### config.mk
export PLATFORM = sky130hd
export DESIGN_NAME = vector_row_loader
export DESIGN_NICKNAME = d
export VERILOG_FILES = /design/src/rtl/vector_row_loader.sv
export SDC_FILE = /design/constraint.sdc
export NUM_CORES = 1
export LEC_CHECK = 0
export BUFFER_PORTS_ARGS = -buffer_cell sky130_fd_sc_hd__buf_2
export CORE_UTILIZATION = 41
export DETAILED_ROUTE_END_ITERATION = 6
export PLACE_DENSITY = 0.73
export SLEW_MARGIN = 20
export SYNTH_ARGS = -nofsm -noshare
export SYNTH_HDL_FRONTEND = slang
export SYNTH_SLANG_ARGS = --single-unit
### constraint.sdc
create_clock -name clk -period 1.4 [get_ports clk]
set_clock_uncertainty 0.05 [all_clocks]
set_input_delay 0.14 -clock clk [delete_from_list [all_inputs] [get_ports clk]]
set_output_delay 0.14 -clock clk [all_outputs]
set_load 0.01 [all_outputs]
### src/rtl/vector_row_loader.sv
// Serial element loader for an addressable double buffer: fills the inactive row,
// zero-pads short rows, then requests a buffer swap once the active row is released.
module vector_row_loader #(
   parameter int  DATA_WIDTH  = 8,
   parameter int  MATRIX_SIZE = 3,
   parameter int  CNT_WIDTH   = 16,
   localparam int AW          = $clog2(MATRIX_SIZE)
) (
   input  logic                  clk,
   input  logic                  rst,
   input  logic                  s_valid,
   output logic                  s_ready,
   input  logic [DATA_WIDTH-1:0] s_data,
   input  logic                  s_last,
   input  logic                  consume_ready,
   output logic [AW-1:0]         load_addr,
   output logic [DATA_WIDTH-1:0] load_data,
   output logic                  load_we,
   output logic                  swap_buffers,
   output logic                  active_valid,
   output logic [CNT_WIDTH-1:0]  row_count
);

   typedef enum logic [1:0] {
      ST_FILL = 2'b00,
      ST_PAD  = 2'b01,
      ST_WAIT = 2'b10
   } state_t;

   localparam logic [AW-1:0] LAST_IDX = AW'(MATRIX_SIZE - 1);

   state_t                 state_q, state_d;
   logic [AW-1:0]          idx_q, idx_d;
   logic                   active_valid_q, active_valid_d;
   logic [CNT_WIDTH-1:0]   row_count_q, row_count_d;

   always_comb begin
      // NOTE: every signal gets a default before the case, so no path can infer a latch.
      state_d      = state_q;
      idx_d        = idx_q;
      s_ready      = 1'b0;
      load_we      = 1'b0;
      load_addr    = idx_q;
      load_data    = '0;
      swap_buffers = 1'b0;

      unique case (state_q)
         ST_FILL: begin
            s_ready   = 1'b1;
            load_data = s_data;
            // Downstream buffer is resetting alongside us, so suppress writes under rst.
            load_we   = s_valid && !rst;
            if (s_valid) begin
               if (idx_q == LAST_IDX) begin
                  idx_d   = '0;
                  state_d = ST_WAIT;
               end else begin
                  idx_d = idx_q + AW'(1);
                  if (s_last) state_d = ST_PAD;
               end
            end
         end
         ST_PAD: begin
            load_we = 1'b1;
            if (idx_q == LAST_IDX) begin
               idx_d   = '0;
               state_d = ST_WAIT;
            end else begin
               idx_d = idx_q + AW'(1);
            end
         end
         ST_WAIT: begin
            swap_buffers = consume_ready || !active_valid_q;
            if (swap_buffers) state_d = ST_FILL;
         end
         default: begin
            state_d = ST_FILL;
            idx_d   = '0;
         end
      endcase

      if (swap_buffers)       active_valid_d = 1'b1;
      else if (consume_ready) active_valid_d = 1'b0;
      else                    active_valid_d = active_valid_q;

      row_count_d = swap_buffers ? row_count_q + CNT_WIDTH'(1) : row_count_q;
   end

   // NOTE: state registers use non-blocking assignments so all flops update together at the edge.
   always_ff @(posedge clk or posedge rst) begin
      if (rst) begin
         state_q        <= ST_FILL;
         idx_q          <= '0;
         active_valid_q <= 1'b0;
         row_count_q    <= '0;
      end else begin
         state_q        <= state_d;
         idx_q          <= idx_d;
         active_valid_q <= active_valid_d;
         row_count_q    <= row_count_d;
      end
   end

   assign active_valid = active_valid_q;
   assign row_count    = row_count_q;

endmodule

# Word level (Yosys, flattened, before mapping)
# Cells that the tools add are included.
# word_totals
ff_bits	21
latch_bits	0
mem_bits_rw	0
mem_bits_ro	0
in_bits	13
out_inout_bits	30
word_cells	37
mem_count	0
# classes
addsub	2
mul	0
div	0
order_cmp	0
n_eq_ne	7
shift	0
muxes	15
bitwise_logic	1
reduce_logical	8
# ops
operator	n
adder 16 x 1 -> 16 bit, second input constant	1
two-way mux 2 bit	7
case mux 2 bit (3 select lines)	2
two-way mux 8 bit	1
inequality test 2 bit, second input constant	3
equality test 2 bit, second input constant	2
two-way mux 1 bit	4
AND reduction 4 bit	1
inequality test 3 bit, second input constant	1
adder 2 x 1 -> 2 bit, second input constant	1
equality test 2 x 1 -> 1 bit, second input constant	1
logical NOT 1 bit	2
logical NOT 2 bit	1
case mux 1 bit (2 select lines)	1
AND reduction 2 bit	1
nonzero test 2 bit	1
logical AND 1 bit	1
logical OR 1 bit	1
inverter 1 bit	1

# Longest topological paths before layout
# logic_depth
ltp_word	4
depth_mapped	5
depth_no_buf	5

# Least setup slack after synthesis
# OpenSTA, ideal clock, no wires.
# synth_path
path_kind	flip-flop to flip-flop
start	reg active_valid_q, in the netlist active_valid
end	reg row_count_q[1], in the netlist row_count[1]
setup_ns	0.125
arrival_ns	1.408
t_required_ns	1.225
setup_slack_ns	-0.182
path_stages_with_launch	4
n_path_buf	0
period_less_slack_ns	1.582
path_cell_list	dfrtp_1 and2b_1 nor2_1 mux2_2
# synth_between
elab_chain_len	3
# synth_rtl
element	line	source
start, declared	34	logic active_valid_q, active_valid_d;
start signal, assigned	99	active_valid_q <= active_valid_d;
logical NOT 1 bit	73	swap_buffers = consume_ready || !active_valid_q;
logical OR 1 bit	73	
two-way mux 1 bit	47	unique case (state_q)
named net swap_buffers	19	output logic swap_buffers,
end signal, assigned	100	row_count_q <= row_count_d;
end, declared	35	logic [CNT_WIDTH-1:0] row_count_q, row_count_d;
# The timed path passes the listed nets, and every way through them passes these cells.
# A chain may end at the register's enable or synchronous reset.

# Final worst setup path
# layout_path
start	reg state_q[0]
end	reg row_count_q[15], in the netlist row_count[15]
# layout_between
elab_chain_len	2
# layout_rtl
element	line	source
start, declared	32	state_t state_q, state_d;
start signal, assigned	97	state_q <= state_d;
equality test 2 bit	47	
two-way mux 1 bit	47	
# Every way passes these cells.

==> flow_summary.yaml <==
global_route:
  use_met1_pct: 22.2
  grt-busiest-layer: "met2"
  grt_util_met3_pct: 3.27
  antenna_found_initial: 0
  grt_pass1_wl_um: 3680
  grt_pass1_vias: 870
  grt_use_total_pct: 19.6
  grt_max_degree: 22
  grt_use_met2_pct: 35.3
  grt_remaining_overflow: 0
synthesis:
  ys_seq_area_share_pct: 53.0
  syn_inst: 87
  synth_cell_types: 21
  synth.ff_latch_count: 21
  syn-num-nets: 101
  synth_top_family_by_area: "simple AND/OR/NAND/NOR gates"
  synthSimpleGateAreaFrac_pct: 26.2
  synth.avg_cell_area_um2: 11.4
  synth-compound-area-share_pct: 3.28
  synthXorXnorAreaFrac_pct: 13.2
  yosys.area_share.adder_pct: 1.26
  synth.mux.area_fraction_pct: 2.27
  yosys_warnings: 0
  syn_area_um2: 992
timing:
  worst_pin_slew_ns: 0.324
  setup_violations: 20
  rsz0062_at_grt: "true"
  max_slew_margin_pct: 78.2
  finalCriticalPeriod_ns: 1.58
  maxSlewViolCount: 0
  finalSetupTns_ns: -1.80
  setup_ws_ns: -0.183
  hold_viol: 0
  post-route-period-util_pct: 113
  fmax_ghz: 0.632
  whs_ns: 0.0418
worst_hold_path:
  min_path_cells: 3
  hp-start: "s_last"
  hold_end: "state_q[0]$_DFFE_PP0P_"
  hold_path.class: "in2reg"
drt:
  drcViolationCount: 0
  route.vias.total: 950
  drt_iter0_drc: 7
  drt_wl_total_um: 2580
  wire_per_inst_um: 13.8
  antenna_left: 0
  dr.pass1.iters: 4
  via_per_inst: 5.08
placed_design:
  place_congestion: 0.780
  dpl_cell_area_mm2: 0.00139
  io_buffers: 42
  dpl.hpwl_um: 1740
cells_and_area:
  final_common_cell: "buf_2"
  final_util_pct: 70.6
  post-route-cell-area_mm2: 0.00159
  final_cell_mix: "41 x buf_2, 21 x buf_4, 19 x dfrtp_1"
  layout.nets: 174
  nFillCells: 172
  antenna_cells: 0
  layout-drive-gt1-share_pct: 56.6
  syn_to_final_growth_pct: 60.4
floorplanning:
  rows: 17
  fp.coreArea_mm2: 0.00225
  fp.dieW_um: 51.2
  die_y_um: 51.2
  initial_core_util_pct: 44.0
  ios: 43
  die_area_mm2: 0.00262
job:
  maxCapViolCount: 0
power:
  p_per_area_mw_per_mm2: 1520
  power.leakage_nw: 0.781
  p_total_mw: 2.42
  peakVddDrop_mv: 1.04
clocking:
  cts_tree: "built"
  cts-buffers-inserted: 3
  clock_path_buffers: 2
  clkSinkCount: 21
  clkSlewWorstSetupHoldPaths_ns: 0.11
  clock_latency_ns: 0.31
  htree_levels: 1
  root_buffer: "clkbuf_4"
worst_setup_path:
  worst_ep_arrival_time_ns: 1.74
  crit_type: "reg2reg"
  r2r-end: "row_count[15]$_DFFE_PP0P_"
  r2r_cells: 7
  cp-start-kind: "register"
  crit_required_ns: 1.55
  critical_path_peak_fanout: 3
  r2r_slack_ns: -0.18
  reg2reg_from: "state_q[0]$_DFFE_PP0P_"
  endpoint_kind: "register"
run_status:
  outcome: "finished with violations"
  violations: "setup timing"
-- how the worst max path moves through the flow --
stage	from	to	slack, ns	cells after the start
floorplan	active_valid$_DFFE_PP0P_	row_count[1]$_DFFE_PP0P_	-0.07	3
global placement	row_count[1]$_DFFE_PP0P_	row_count[12]$_DFFE_PP0P_	-0.02	5
detailed placement	row_count[1]$_DFFE_PP0P_	row_count[12]$_DFFE_PP0P_	-0.07	5
CTS	state_q[0]$_DFFE_PP0P_	row_count[12]$_DFFE_PP0P_	-0.14	5
global route	state_q[0]$_DFFE_PP0P_	row_count[9]$_DFFE_PP0P_	-0.24	7
finish	state_q[0]$_DFFE_PP0P_	row_count[15]$_DFFE_PP0P_	-0.18	7
-- registers in the layout (all words and copies together) (netlist names) --
register and flops:
row_count 16, state_q 2, load_addr 2, active_valid 1
-- critical path: stages (launching register included) --
cell and delay (ns):
dfrtp_1 0.41, nand2b_4 0.17, buf_12 0.13, buf_4 0.13, nor4_4 0.16, buf_4 0.19, nand4_1 0.11, xnor2_1 0.14
-- layer usage --
metal | up-vias | wire (um) | share of wire (%)
met3 | 4 | 137 | 5.3
li1 | 444 | - | -
met4 | 0 | 39 | 1.5
met2 | 41 | 1340 | 52
met5 | - | 0 | 0
met1 | 461 | 1070 | 41
-- timing repair --
action                     CTS  global route
setup buffers                4             3
gates cloned                 1             0
resized for setup            7            12
pin swaps                   10            13
setup endpoints to repair   20            24
hold buffers                 1             0
hold endpoints to repair    21             0
-- through the flow --
stage                     cells  worst slack, ns
after floorplan              87          -0.0676
after global placement      174          -0.0230
after detailed placement    174          -0.0724
after CTS                   184           -0.140
after global routing        187           -0.244
final                       187           -0.183
-- cells by family (layout without fill, tap and decap cells) --
group                    count (synthesis)  after routing
AO/OA/AOI/OAI                            5              5
multiplexers                             2              2
AND/OR/NAND/NOR                         41             42
buffers and inverters                    2             73
XOR/XNOR                                15             15
flip-flops                              21             21
adder cells (fa/ha/maj)                  1              1
-- power by group --
group	leakage, nW	switching, mW	internal, mW
Clock	0.0150	0.190	0.111
Sequential	0.269	0.127	0.730
Combinational	0.497	0.616	0.642
-- layout make-up --
cell class | count | area, um2 | share of cell area (%)
inverter | 2 | 7.51 | 0.472
multi-input combinational | 65 | 568 | 35.7
timing repair buffer | 67 | 427 | 26.8
sequential | 21 | 528 | 33.2
clock buffer | 4 | 26.3 | 1.65
tap | 28 | 35.0 | 2.20
-- synthesized netlist by cell type --
library cell	number	share of area, %
nand2_1	8	3.0
nor3_1	1	0.50
nor4_4	2	4.3
xor2_1	3	2.6
nand2b_4	1	1.4
nand3_1	5	2.5
and4_1	2	1.8
dfrtp_1	21	53
ha_1	1	1.3
and2b_1	1	0.76
nor2_1	5	1.9
a22o_1	1	0.88
nand2b_1	2	1.3
and2_1	8	5.0
o32ai_1	1	0.88
nand4_1	5	3.2
inv_1	2	0.76
a21oi_1	3	1.5
xnor2_1	12	11
nor4_1	1	0.63
mux2_2	2	2.3
No activity file was read; power rests on OpenSTA's default activity.
